File: src/rtl/gate_pkg.sv
// gate_pkg: shared constants and operation encodings for the gate unit pipeline.
//   OP_W      - width of the operation select field
//   STAT_W    - width of the optional output-handshake counter
//   gate_op_e - 3-bit operation encoding (all 8 codes legal)
package gate_pkg;

    localparam int unsigned OP_W   = 3;
    localparam int unsigned STAT_W = 16;

    typedef enum logic [OP_W-1:0] {
        OP_NOT  = 3'd0,
        OP_BUF  = 3'd1,
        OP_AND  = 3'd2,
        OP_OR   = 3'd3,
        OP_XOR  = 3'd4,
        OP_NAND = 3'd5,
        OP_NOR  = 3'd6,
        OP_XNOR = 3'd7
    } gate_op_e;

endpackage

File: src/rtl/gate_pipe_stage.sv
// gate_pipe_stage: one valid/data/op register stage of the gate pipeline.
// Ports:
//   clk, rst_n          - clock, synchronous active-low reset
//   ready               - this stage may load this cycle (resolved by the parent ready chain)
//   up_valid/data/op    - upstream stage contents (or the input operand set)
//   valid/data/op       - registered stage contents
module gate_pipe_stage
    import gate_pkg::*;
#(
    parameter int unsigned WIDTH = 8
) (
    input  logic             clk,
    input  logic             rst_n,
    input  logic             ready,
    input  logic             up_valid,
    input  logic [WIDTH-1:0] up_data,
    input  logic [OP_W-1:0]  up_op,
    output logic             valid,
    output logic [WIDTH-1:0] data,
    output logic [OP_W-1:0]  op
);

    always_ff @(posedge clk) begin
        if (!rst_n) begin
            valid <= 1'b0;
            data  <= '0;
            op    <= '0;
        end else if (ready) begin
            valid <= up_valid;
            // Payload only moves with a real item; a bubble leaves stale data behind.
            if (up_valid) begin
                data <= up_data;
                op   <= up_op;
            end
        end
    end

endmodule

File: src/rtl/gate_unit_pipe.sv
// gate_unit_pipe: bitwise gate (NOT/BUF/AND/OR/XOR/NAND/NOR/XNOR) on WIDTH-bit operands,
// carried through STAGES registered stages with valid/ready flow control.
// Ports:
//   clk, rst_n                  - clock, synchronous active-low reset
//   in_valid/in_ready           - input handshake
//   in_op, in_a, in_b           - operation select and operands (in_b unused for NOT/BUF)
//   out_valid/out_ready         - output handshake
//   out_data, out_op            - result and the op that produced it
//   stat_count                  - saturating output-handshake count (GATE_UNIT_STATS_EN only)
// Optional feature macro: GATE_UNIT_STATS_EN.
module gate_unit_pipe
    import gate_pkg::*;
#(
    parameter int unsigned WIDTH  = 8,
    parameter int unsigned STAGES = 2
) (
    input  logic              clk,
    input  logic              rst_n,
    input  logic              in_valid,
    output logic              in_ready,
    input  logic [OP_W-1:0]   in_op,
    input  logic [WIDTH-1:0]  in_a,
    input  logic [WIDTH-1:0]  in_b,
    output logic              out_valid,
    input  logic              out_ready,
    output logic [WIDTH-1:0]  out_data,
    output logic [OP_W-1:0]   out_op
`ifdef GATE_UNIT_STATS_EN
    ,
    output logic [STAT_W-1:0] stat_count
`endif
);

    logic [WIDTH-1:0] result;

    // Index 0 is the input side; index i+1 is the output of stage i.
    logic             stage_valid [STAGES+1];
    logic [WIDTH-1:0] stage_data  [STAGES+1];
    logic [OP_W-1:0]  stage_op    [STAGES+1];
    logic             stage_ready [STAGES+1];

    always_comb begin
        result = '0;
        case (gate_op_e'(in_op))
            OP_NOT:  result = ~in_a;
            OP_BUF:  result = in_a;
            OP_AND:  result = in_a & in_b;
            OP_OR:   result = in_a | in_b;
            OP_XOR:  result = in_a ^ in_b;
            OP_NAND: result = ~(in_a & in_b);
            OP_NOR:  result = ~(in_a | in_b);
            OP_XNOR: result = ~(in_a ^ in_b);
            default: result = '0;
        endcase
    end

    assign stage_valid[0] = in_valid;
    assign stage_data[0]  = result;
    assign stage_op[0]    = in_op;

    // ready_i = !valid_i | ready_(i+1), resolved in one block from the registered valids
    // so the chain is a single combinational path with no apparent loop.
    always_comb begin
        for (int i = 0; i <= STAGES; i++) begin
            stage_ready[i] = 1'b0;
        end
        stage_ready[STAGES] = out_ready;
        for (int i = STAGES - 1; i >= 0; i--) begin
            stage_ready[i] = !stage_valid[i+1] || stage_ready[i+1];
        end
    end

    for (genvar g = 0; g < STAGES; g++) begin : g_stage
        gate_pipe_stage #(
            .WIDTH (WIDTH)
        ) u_stage (
            .clk      (clk),
            .rst_n    (rst_n),
            .ready    (stage_ready[g]),
            .up_valid (stage_valid[g]),
            .up_data  (stage_data[g]),
            .up_op    (stage_op[g]),
            .valid    (stage_valid[g+1]),
            .data     (stage_data[g+1]),
            .op       (stage_op[g+1])
        );
    end

    assign in_ready  = stage_ready[0];
    assign out_valid = stage_valid[STAGES];
    assign out_data  = stage_data[STAGES];
    assign out_op    = stage_op[STAGES];

`ifdef GATE_UNIT_STATS_EN
    always_ff @(posedge clk) begin
        if (!rst_n) begin
            stat_count <= '0;
        end else if (out_valid && out_ready && (stat_count != {STAT_W{1'b1}})) begin
            stat_count <= stat_count + 1'b1;
        end
    end
`endif

endmodule

File: config.mk
export PLATFORM = sky130hd
export DESIGN_NAME = gate_unit_pipe
export DESIGN_NICKNAME = d
export VERILOG_FILES = /design/src/rtl/gate_pkg.sv /design/src/rtl/gate_pipe_stage.sv /design/src/rtl/gate_unit_pipe.sv
export SDC_FILE = /design/constraint.sdc
export NUM_CORES = 1
export LEC_CHECK = 0
export BUFFER_PORTS_ARGS = -buffer_cell sky130_fd_sc_hd__buf_2
export CAP_MARGIN = 30
export CORE_AREA = 2 2 57 59
export CTS_CLUSTER_SIZE = 14
export DETAILED_ROUTE_END_ITERATION = 12
export DIE_AREA = 0 0 59 61
export GPL_TIMING_DRIVEN = 0
export PLACE_DENSITY = 0.87
export SYNTH_ARGS = -nofsm -noshare
export SYNTH_HDL_FRONTEND = slang
export SYNTH_SLANG_ARGS = --single-unit
File: constraint.sdc
create_clock -name clk -period 1.8 [get_ports clk]
set_input_delay 0.18 -clock clk [delete_from_list [all_inputs] [get_ports clk]]
set_output_delay 0.18 -clock clk [all_outputs]
set_load 0.1 [all_outputs]
# ---- Word-level counts from Yosys, hierarchy flattened
# Index checks and enable logic that the tools add are counted.
dict set report totals {
  regBits 24
  latchBits 0
  ramBits 0
  romBits 0
  output_inout_bits 13
  n_memories 0
}
dict set report classes {
  n_addsub 0
  mul 0
  div 0
  n_lt_le_gt_ge 0
  eq_ne 7
  n_shift 0
  muxes 1
  bitwise_logic 7
  n_reduce_logical 7
}
# operator n
set op_table {}
lappend op_table {{8-bit one-hot mux with 8 select lines} 1}
lappend op_table {{8-bit inverter} 4}
lappend op_table {{3-bit equality test (second input constant)} 4}
lappend op_table {{8-bit bitwise AND} 1}
lappend op_table {{8-bit OR} 1}
lappend op_table {{8-bit XOR} 1}
lappend op_table {{3-bit by 2-bit equality test with 1-bit output (second input constant)} 2}
lappend op_table {{2-bit AND reduction} 2}
lappend op_table {{3-bit by 1-bit equality test with 1-bit output (second input constant)} 1}
lappend op_table {{3-bit logical NOT} 1}
lappend op_table {{1-bit logical NOT} 2}
lappend op_table {{1-bit logical OR} 2}

# ---- Longest topological paths before layout
# Gate-level depths: netlist of the first run.
dict set report depth {
  word_depth 4
  mapped_depth 6
}

# ---- By module
# From an unflattened synthesis of the first run, not the netlist that was laid out.
dict set report unflattened {
  cells_unflattened 221
  area_unflattened_um2 1824.2
}
# module instances cells_each area_each_um2 seq_area_each_um2
set modules_own_cells {}
lappend modules_own_cells {gate_pipe_stage 2 53 518.0 240.2}
lappend modules_own_cells {gate_unit_pipe 1 115 788.3 0.0}

# ---- Least setup slack after synthesis of the first run
# OpenSTA, ideal clock, no wires.
dict set report synth_timing {
  path_kind {register -> register}
  from {reg g_stage[1].u_stage.valid}
  to {reg g_stage[0].u_stage.op[0]}
  setup_time_ns 0.076
  arrival_time_ns 2.832
  required_time_ns 1.724
  slack_ns -1.107
  path_stages_with_launch 6
  n_path_buf 1
  cell_sequence {dfxtp_1 -> nand3b_1 -> nand2_1 -> clkbuf_1 -> nand2_1 -> a21boi_0}
}
dict set report synth_between {
  elab_chain_len 4
}
# element line
set synth_rtl {}
lappend synth_rtl {{start: declaration} gate_pipe_stage.sv:18} ;# output logic valid,
lappend synth_rtl {{start signal: assignment} gate_pipe_stage.sv:29} ;# valid <= up_valid;
lappend synth_rtl {{1-bit logical NOT} gate_unit_pipe.sv:69} ;# stage_ready[i] = !stage_valid[i+1] || stage_ready[i+1];
lappend synth_rtl {{1-bit logical OR (2 in series)} gate_unit_pipe.sv:69}
lappend synth_rtl {{via in_ready} gate_unit_pipe.sv:20} ;# output logic in_ready,
lappend synth_rtl {{2-bit AND reduction (no line)} n/a}
lappend synth_rtl {{end signal: assignment} gate_pipe_stage.sv:33} ;# op <= up_op;
lappend synth_rtl {{end: declaration} gate_pipe_stage.sv:20} ;# output logic [OP_W-1:0] op
# The timed path passes the listed nets, and every way through them passes these cells.
# A chain may end at the register's enable or synchronous reset.

# ---- Final worst setup path of the first run
dict set report layout_timing {
  from {reg g_stage[0].u_stage.valid}
  to {out in_ready}
}
dict set report layout_between {
  elab_chain_len 2
}
# element line
set layout_rtl {}
lappend layout_rtl {{start: declaration} gate_pipe_stage.sv:18}
lappend layout_rtl {{start signal: assignment} gate_pipe_stage.sv:29}
lappend layout_rtl {{1-bit logical NOT} gate_unit_pipe.sv:69}
lappend layout_rtl {{1-bit logical OR} gate_unit_pipe.sv:69}
lappend layout_rtl {{end: declaration} gate_unit_pipe.sv:20}
# Every way passes these cells.

==> out/qor.csv, run 1 <==
stage,metric,value,unit
layout,n_diodes,0,
global_route,GRT Util Overall,21.28,%
global_route,vias in the first global route,1357,
timing,Final Hold Viols,0,
logic_synthesis,count of mapped cells out of synthesis,200,
setup_path,endpoint arrival time on the critical path,1290,ps
placed_design,Port-buffer cells,32,
placed_design,DP Worst Slack,280.0,ps
timing,Final period util,81.42,%
layout,nets,276,
setup_path,WP depth,2,
setup_path,Crit Reg-Reg Startpoint,g_stage[1].u_stage.valid,
logic_synthesis,Synth Area per Inst,8.408,um2
power,switching share of power,31.99,%
power,Leakage,0.9855,nW
floorplan,starting density of the core,56.95,%
layout,multi-input combinational cell area,1060,um2
timing,final setup violation count,0,
route,routed len/inst,12.93,um
layout,Reg area,484.2,um2
logic_synthesis,synthesized flop and latch total,24,
route,DRC Markers,0,
setup_path,"Slowest-stage cell, CP",buf_2,
logic_synthesis,Synth top area share,28.57,%
logic_synthesis,syn_nets,239,
clock_tree,Post-CTS Setup Bufs,0,
placed_design,Final GP Congestion,0.8229,
layout,Area Growth Syn to Fin,14.96,%
setup_path,Crit. Startpoint,g_stage[0].u_stage.valid,
layout,utilization after layout,65.47,%
power,Seq pwr share,47.8,%
route,Vias,1506,
status,outcome,"complete, no violations",
logic_synthesis,"EDFF count, synth",0,
logic_synthesis,largest cells by area after synthesis,"dfxtp_1 29%, ha_1 12%, mux2i_1 11%",
floorplan,core area,2953,um2
setup_path,Startpoint Class,register,
power,Power per Cell Area,625.0,nW/um2
clock_tree,Skew-Pair Late Insertion Delay,300,ps
logic_synthesis,top_reg_cell synth,dfxtp_1,
layout,fillers,262,
power,Internal,821.7,uW
setup_path,r2r setup slk,390,ps
worst_hold_path,worst hold path type,in2reg,
layout,proportion of layout cells with a drive suffix above 1,19.49,%
timing,RSZ-0062 raised after global routing,no,
timing,worst slew pin tran,524.1,ps
setup_path,reg2reg end,g_stage[0].u_stage.data[4],
route,Iter 0 DRT Violations,60,
setup_path,critical path endpoint,in_ready,
setup_path,Critical Path Max Stage Delay,460,ps
global_route,pin count of the biggest net entering global routing,14,
route,ANT nets after route,0,
global_route,initial antenna violation count,0,
setup_path,WS Path Type,reg2out,
power,Gate power share,29.5,%
setup_path,type of destination of the critical path,primary output,
power,Peak VDD IR,0.0002687,V
logic_synthesis,Synth warnings,0,
setup_path,R2R cell count,5,
power,Psw,386.4,uW
logic_synthesis,synth unique cells,31,
logic_synthesis,dominant cell type by area after synthesis,dfxtp_1,
power,Tot Pwr,1.208,mW
floorplan,Ports,36,
floorplan,# rows,20,
floorplan,die height,61,um
timing,min Tclk post-route,1465,ps
route,WL final,3479,um
timing,Max Transition Viols Final,0,
route,Vias per Instance,5.599,
clock_tree,CTS buffer count,3,
clock_tree,H-tree levels,1,
logic_synthesis,asr flop ratio synth,0,%
clock_tree,CTS Hold Buffers Added,0,
placed_design,post-DP HPWL,2698,um
logic_synthesis,"Seq/Total Area, Yosys",28.57,%
layout,most frequent cells in the layout,"35 x buf_2, 23 x dfxtp_1, 20 x inv_1, 19 x mux2i_1",
timing,hold_ws,163.8,ps
clock_tree,post-cts sizing count,0,
timing,clk_skew,1.948,ps
floorplan,Die ar.,3599,um2
route,router iterations before antenna repair,5,
floorplan,die width,59,um
clock_tree,clk sinks,24,
global_route,first-pass GRT wire length,5920,um
setup_path,CP Max Fanout,5,
setup_path,Critical Path RT,1620,ps
clock_tree,CTS max path bufs,2,
setup_path,crit path cell chain,nand3b_1 -> buf_2,
timing,setup ws final,334.5,ps
clock_tree,Worst-path clk slew,120,ps
layout,"most common cell after layout, fill and taps aside",buf_2,
power,Clock Power Share,22.8,%
timing,Max Freq,682.4,MHz
global_route,Congestion Overflow GR,0,
setup_path,Bufs and invs on worst path,1,
clock_tree,root buf cell,clkbuf_4,
clock_tree,CTS tree,built,
setup_path,family with the most delay on the worst path,buffers and inverters,
job,reported max-cap violation count,0,
timing,Slew headroom,64.87,%
logic_synthesis,Mapped Area,1682,um2
[power by group through the flow]
stage                     registers (mW)  logic (mW)  clock network [mW]
after floorplan                    0.649       0.207                   0
after global placement             0.587       0.345                   0
after detailed placement           0.589       0.354                   0
after CTS                          0.577       0.355               0.283
after global routing               0.580       0.393               0.305
final                              0.577       0.356               0.275
[per-layer routing]
layer / part of all wire, % / GRT usage, % / wire length (um)
met5: 0 / 0 / 0
met4: 1.3 / 11.04 / 46
met3: 5.2 / 2.345 / 182
met2: 47 / 34.60 / 1644
met1: 46 / 27.96 / 1606
[worst min path at each step]
| stage | start | to | slack [ps] | cells after the start |
|---|---|---|---|---|
| floorplan | in_valid | g_stage[0].u_stage.valid | 340 | 2 |
| global placement | g_stage[0].u_stage.op[0] | g_stage[0].u_stage.op[0] | 450 | 2 |
| detailed placement | g_stage[0].u_stage.op[2] | g_stage[0].u_stage.op[2] | 460 | 2 |
| CTS | in_valid | g_stage[0].u_stage.valid | 150 | 3 |
| global route | in_valid | g_stage[0].u_stage.valid | 180 | 3 |
| finish | in_valid | g_stage[0].u_stage.valid | 160 | 3 |
[sequential cells by signal, indices dropped and copies added (netlist names)]
| signal | flops |
|---|---|
| g_stage.u_stage.data | 16 |
| g_stage.u_stage.op | 6 |
| g_stage.u_stage.valid | 2 |
[worst min-delay path, cell delays in order]
cell,delay (ps)
buf_2,120
inv_1,60
a21boi_0,70
[metrics by stage]
| stage | instance area, um2 | setup TNS (ps) | std cells |
|---|---|---|---|
| finish | 1933 | 0 | 269 |
| global placement | 1897 | 0 | 265 |
| global route | 1933 | 0 | 269 |
| CTS | 1933 | 0 | 269 |
| detailed placement | 1897 | 0 | 265 |
| floorplan | 1695 | -3416 | 200 |
[Yosys cell counts (3+ instances only)]
cell,count
dfxtp_1,24
inv_1,20
mux2i_1,19
ha_1,16
nand2_1,16
nor2b_1,13
o21ai_0,13
nand3_1,12
clkbuf_1,9
nand2b_1,6
a22o_1,5
a22oi_1,5
and3_1,5
nor2_1,5
o221ai_1,5
a21boi_0,4
a21oi_1,3
buf_2,3
[logic make-up (layout without fill, tap and decap cells)]
| logic type | count (synthesis) | in the layout | share of synthesized area, % |
|---|---|---|---|
| buffers and inverters | 34 | 70 | 8.407 |
| and+or+nand+nor | 59 | 59 | 18.23 |
| AOI/OAI and AO/OA | 46 | 46 | 19.35 |
| DFF | 24 | 24 | 28.57 |
| muxes | 21 | 21 | 13.54 |
| adders and majority gates | 16 | 16 | 11.90 |
[layout make-up]
class / count / area share [%]
inverter: 21 / 4.207
multi-input combinational: 142 / 54.82
timing repair buffer: 32 / 8.285
buffer: 13 / 3.625
tap: 33 / 2.136
clock buffer: 4 / 1.877
sequential: 24 / 25.05
Power figures use the tool's default switching activity.
==> inputs of run 2 (changes only) <==
- ABC_AREA: default -> 1
- CORE_AREA: 2 2 57 59 -> 2 2 66 68
- DIE_AREA: 0 0 59 61 -> 0 0 68 70
- PLACE_DENSITY: 0.87 -> 0.78
- clock period: 1.8 -> 1.29 ns (I/O delays scaled with it)
==> run 2 against run 1 <==
Wire length up 30%. Final cell count up 43%. Sequential cell count unchanged. Critical path depth down 1. Synthesized area up 15%. Worst setup slack worse by 230 ps. Largest cell class unchanged. Count of clock-buffer cells in the layout unchanged. Clock power up 83%. First-iteration DRC count up 95%. Critical path type unchanged.
==> out/qor.csv, run 2 <==
stage,metric,value,unit
setup_path,Startpoint Class,register,
placed_design,post-DP HPWL,3328,um
logic_synthesis,count of mapped cells out of synthesis,296,
route,ANT nets after route,0,
floorplan,die width,68,um
timing,Max Transition Viols Final,0,
setup_path,CP Max Fanout,3,
route,routed len/inst,11.80,um
layout,max reg flops,16,
timing,setup TNS,0,ps
route,Vias per Instance,5.099,
layout,most frequent cells in the layout,"65 x nand2_1, 41 x inv_1, 38 x nor2_1, 32 x buf_2, 31 x nand4_1",
layout,Reg with most FFs,g_stage.u_stage.data,
setup_path,family with the most delay on the worst path,buffers and inverters,
global_route,met3 Resource Use GR,1.449,%
logic_synthesis,Mapped Area,1932,um2
logic_synthesis,top_reg_cell synth,dfxtp_1,
route,DRC Markers,0,
worst_hold_path,worst hold path type,in2reg,
timing,final setup violation count,0,
timing,worst slew pin tran,484.9,ps
layout,utilization after layout,54.08,%
timing,Final Hold Viols,0,
floorplan,# rows,24,
layout,n_diodes,0,
timing,min Tclk post-route,1189,ps
global_route,met1 Use GR,26.42,%
global_route,first-pass GRT wire length,7431,um
power,Power per Cell Area,903.4,nW/um2
global_route,grt met2 use,31.82,%
floorplan,Ports,36,
global_route,pin count of the biggest net entering global routing,14,
logic_synthesis,syn_nets,335,
clock_tree,H-tree levels,1,
status,outcome,"complete, no violations",
route,Vias,1958,
route,WL final,4530,um
logic_synthesis,synth unique cells,22,
logic_synthesis,Synth warnings,0,
layout,multi-input combinational cell area,1152,um2
logic_synthesis,Synth top area share,24.87,%
timing,clk_skew,4.724,ps
job,reported max-cap violation count,0,
placed_design,Port-buffer cells,32,
global_route,GRT Util Overall,19.77,%
logic_synthesis,"Seq/Total Area, Yosys",24.87,%
global_route,initial antenna violation count,0,
logic_synthesis,"EDFF count, synth",0,
setup_path,Critical Path Max Stage Delay,420,ps
timing,Slew headroom,67.89,%
layout,fillers,430,
setup_path,endpoint arrival time on the critical path,1060,ps
setup_path,Critical Path RT,1160,ps
logic_synthesis,synthesized flop and latch total,24,
clock_tree,root buf cell,clkbuf_8,
floorplan,core area,4144,um2
clock_tree,CTS tree,built,
setup_path,WS Path Type,reg2out,
logic_synthesis,largest cells by area after synthesis,"dfxtp_1 25%, nand2_1 13%, ha_1 10%",
power,Peak VDD IR,0.0003354,V
timing,RSZ-0062 raised after global routing,no,
setup_path,Bufs and invs on worst path,1,
global_route,Congestion Overflow GR,0,
layout,proportion of layout cells with a drive suffix above 1,18.98,%
layout,Reg area,484.2,um2
placed_design,Final GP Congestion,0.8256,
setup_path,type of destination of the critical path,primary output,
route,router iterations before antenna repair,5,
clock_tree,Worst-path clk slew,80,ps
clock_tree,CTS buffer count,3,
route,Iter 0 DRT Violations,117,
floorplan,Die ar.,4760,um2
layout,biggest regs,"g_stage.u_stage.data (16), g_stage.u_stage.op (6), g_stage.u_stage.valid (2)",
layout,nets,372,
logic_synthesis,Commonest cells post-synth,"65 x nand2_1, 42 x inv_1, 38 x nor2_1, 31 x nand4_1, 24 x dfxtp_1",
logic_synthesis,cell with the most instances after synthesis,nand2_1,
global_route,vias in the first global route,1721,
setup_path,"Slowest-stage cell, CP",buf_2,
logic_synthesis,dominant cell type by area after synthesis,dfxtp_1,
setup_path,crit path cell chain,buf_2,
layout,"most common cell after layout, fill and taps aside",nand2_1,
power,Leakage,1.242,nW
layout,Area Growth Syn to Fin,16.00,%
clock_tree,Skew-Pair Late Insertion Delay,270,ps
floorplan,die height,70,um
clock_tree,clk sinks,24,
global_route,Top Usage Layer GRT,met2,
logic_synthesis,asr flop ratio synth,0,%
timing,Max Freq,841.1,MHz
floorplan,starting density of the core,46.62,%
logic_synthesis,Synth Area per Inst,6.527,um2
clock_tree,Post-CTS Setup Bufs,0,
clock_tree,CTS max path bufs,2,
timing,Final period util,92.17,%
run 2: report_power, final:
| group | internal (mW) | switching, mW | total [mW] |
|---|---|---|---|
| clock network | 0.273 | 0.230 | 0.503 |
| logic | 0.204 | 0.498 | 0.702 |
| registers | 0.794 | 0.0261 | 0.820 |
run 2: routing by layer:
layer	vias to the layer above	wire length, um
met2	87	2147
met3	5	368
met1	832	1950
li1	1034	-
met5	-	0
met4	0	63
run 2: per-stage QoR:
stage	power [mW]	setup WS [ps]	hold slack (ps)	std cells	instance area, um2
finish	2.024	101.1	151.7	384	2241
global route	2.146	34.48	158.5	384	2241
detailed placement	1.536	125.3	442.8	380	2183
CTS	2.043	10.22	149.4	384	2238
floorplan	1.379	-237.4	264.7	296	1958
global placement	1.523	143.5	430.5	380	2183
run 2: final cells by class:
type | instances | share of cell area [%]
multi-input combinational | 210 | 51.42
sequential | 24 | 21.61
inverter | 47 | 8.096
timing repair buffer | 32 | 7.259
buffer | 15 | 6.253
tap | 52 | 2.903
clock buffer | 4 | 2.457
run 2: cell families after synthesis:
logic type | share of synthesized area, %
flops | 24.87
fa+ha+maj | 10.36
simple gates | 39.12
compound gates | 9.326
buf+inv | 16.32
run 2: what timing repair did:
action / in CTS / in global routing
gates resized for setup: 0 / 1
setup endpoints to repair: 0 / 1
hold buffers: 0 / 0
run 2: final timing paths:
path                               from                         end  slack (ps)  cells past startpoint
max            g_stage[1].u_stage.valid                   out_valid         100                      1
min                               rst_n  g_stage[1].u_stage.data[4]         150                      3
max reg2reg    g_stage[1].u_stage.valid  g_stage[1].u_stage.data[6]         170                      5
min reg2reg  g_stage[0].u_stage.data[3]  g_stage[0].u_stage.data[3]         460                      2
==> inputs of run 3 (changes only) <==
- ABC_AREA: 1 -> default
- CORE_AREA: 2 2 66 68 -> 2 2 62 64
- DIE_AREA: 0 0 68 70 -> 0 0 64 66
- PLACE_DENSITY: 0.78 -> 0.74
==> run 3 against run 2 <==
Global-route usage shrank 2.6 points. Count of clock-buffer cells in the layout is the same. Clock power shrank 34%. Critical path depth grew 3. Critical endpoint is now g_stage[0].u_stage.data[4].
==> out/qor.csv, run 3 (synthesis gave the netlist of run 1 again) <==
stage,metric,value,unit
clock_tree,CTS max path bufs,2,
clock_tree,clk sinks,24,
floorplan,Ports,36,
route,Vias per Instance,5.241,
route,Iter 0 DRT Violations,51,
layout,Reg area,485.5,um2
timing,final setup violation count,0,
layout,multi-input combinational cell area,1062,um2
route,ANT nets after route,0,
route,WL final,3536,um
floorplan,Die ar.,4224,um2
placed_design,Final GP Congestion,0.7790,
layout,fillers,331,
power,Power per Cell Area,826.5,nW/um2
layout,Area Growth Syn to Fin,18.23,%
clock_tree,CTS buffer count,3,
floorplan,die width,64,um
timing,Max Freq,784.9,MHz
placed_design,DP Worst Slack,-157.4,ps
setup_path,type of destination of the critical path,register,
placed_design,Port-buffer cells,32,
global_route,pin count of the biggest net entering global routing,14,
global_route,initial antenna violation count,0,
job,reported max-cap violation count,0,
timing,setup ws final,15.95,ps
timing,setup TNS,0,ps
floorplan,die height,66,um
timing,RSZ-0062 raised after global routing,yes,
setup_path,WS Path Type,reg2reg,
global_route,first-pass GRT wire length,5878,um
worst_hold_path,worst hold path type,in2reg,
setup_path,Critical Path Max Stage Delay,370,ps
power,Internal,1.103,mW
placed_design,post-DP HPWL,2700,um
timing,worst slew pin tran,499.6,ps
worst_hold_path,Hold Path Cell Cnt,3,
setup_path,"Slowest-stage cell, CP",dfxtp_4,
layout,most frequent cells in the layout,"32 x buf_2, 22 x dfxtp_1, 20 x inv_1, 19 x mux2i_1",
clock_tree,CTS tree,built,
power,Gate power share,30.8,%
layout,max reg flops,16,
global_route,vias in the first global route,1339,
power,Psw,539.8,uW
timing,Max Transition Viols Final,0,
clock_tree,Skew-Pair Late Insertion Delay,310,ps
power,Clock Power Share,20.3,%
clock_tree,Worst-path clk slew,130,ps
layout,"most common cell after layout, fill and taps aside",buf_2,
global_route,Congestion Overflow GR,0,
placed_design,placed cell count,280,
timing,min Tclk post-route,1274,ps
global_route,GRT Util Overall,17.18,%
clock_tree,root buf cell,clkbuf_4,
clock_tree,CTS Hold Buffers Added,0,
power,Seq pwr share,48.9,%
layout,nets,278,
power,Tot Pwr,1.643,mW
layout,biggest regs,"g_stage.u_stage.data (16), g_stage.u_stage.op (6), g_stage.u_stage.valid (2)",
timing,clk_skew,15.60,ps
layout,proportion of layout cells with a drive suffix above 1,21.01,%
power,Peak VDD IR,0.0003655,V
clock_tree,H-tree levels,1,
route,routed len/inst,12.36,um
layout,n_diodes,0,
setup_path,Startpoint Class,register,
timing,hold_ws,98.24,ps
setup_path,R2R cell count,4,
route,DRC Markers,0,
floorplan,core area,3551,um2
power,Leakage,1.004,nW
status,outcome,"complete, no violations",
route,router iterations before antenna repair,4,
route,Vias,1499,
layout,"non-filler cells, final",286,
setup_path,CP Max Fanout,10,
setup_path,Critical Path RT,1510,ps
power,switching share of power,32.85,%
timing,Final period util,98.76,%
setup_path,crit path cell chain,nand3b_1 -> nand2_1 -> clkbuf_8 -> o311a_1,
layout,Reg with most FFs,g_stage.u_stage.data,
setup_path,endpoint arrival time on the critical path,1490,ps
timing,Final Hold Viols,0,
floorplan,# rows,22,
floorplan,starting density of the core,47.36,%
timing,Slew headroom,66.51,%
[run 3: critical path, delay by kind of cell, from the launching register on]
family                 cells  cell delay, ps
AND/OR/NAND/NOR            2             350
AO/OA/AOI/OAI              1             280
flip-flops                 1             370
buffers and inverters      1             180
[run 3: area by class of cell]
class / instances / area share, %
plain buffers: 13 / 4.028
well taps: 48 / 3.021
inverters: 21 / 4.091
repair buffers: 34 / 9.692
flip-flops and latches: 24 / 24.42
clock buffers: 4 / 1.322
multi-input cells: 142 / 53.43
[run 3: repair_timing]
| item | 4_1_cts | 5_1_grt |
|---|---|---|
| buffers inserted | 0 | 2 |
| resized for setup | 4 | 6 |
| setup endpoints to repair | 11 | 22 |
| pin swaps | 0 | 1 |
| cloned | 0 | 0 |
[run 3: through the flow]
step / area, um2 / utilization (%)
floorplan: 1700 / -
global placement: 1921 / 54.09
detailed placement: 1921 / 54.09
CTS: 1957 / 55.11
global route: 1988 / 55.99
finish: 1988 / 55.99
[run 3: path summary, 6_finish.rpt]
kind                                                  from                          to  slack (ps)
worst max-delay path              g_stage[1].u_stage.valid  g_stage[0].u_stage.data[4]          20
worst min-delay path                              in_valid    g_stage[0].u_stage.valid         100
worst max register to register    g_stage[1].u_stage.valid  g_stage[0].u_stage.data[4]          20
worst min register to register  g_stage[0].u_stage.data[3]  g_stage[0].u_stage.data[3]         470
[run 3: power by group through the flow]
stage | Sequential (mW) | Clock [mW] | Combinational [mW]
2_1_floorplan | 0.905 | 0 | 0.290
3_3_place_gp | 0.820 | 0 | 0.490
3_5_place_dp | 0.820 | 0 | 0.496
4_1_cts | 0.803 | 0.340 | 0.499
5_1_grt | 0.809 | 0.380 | 0.558
6_report | 0.803 | 0.334 | 0.506
[run 3: routing by layer]
| layer | part of all wire, % | vias to the layer above | track usage (%) |
|---|---|---|---|
| li1 | - | 777 | - |
| met5 | 0 | - | 0 |
| met2 | 47 | 47 | 30.08 |
| met4 | 0.76 | 0 | 6.522 |
| met1 | 47 | 673 | 21.90 |
| met3 | 5.5 | 2 | 1.363 |
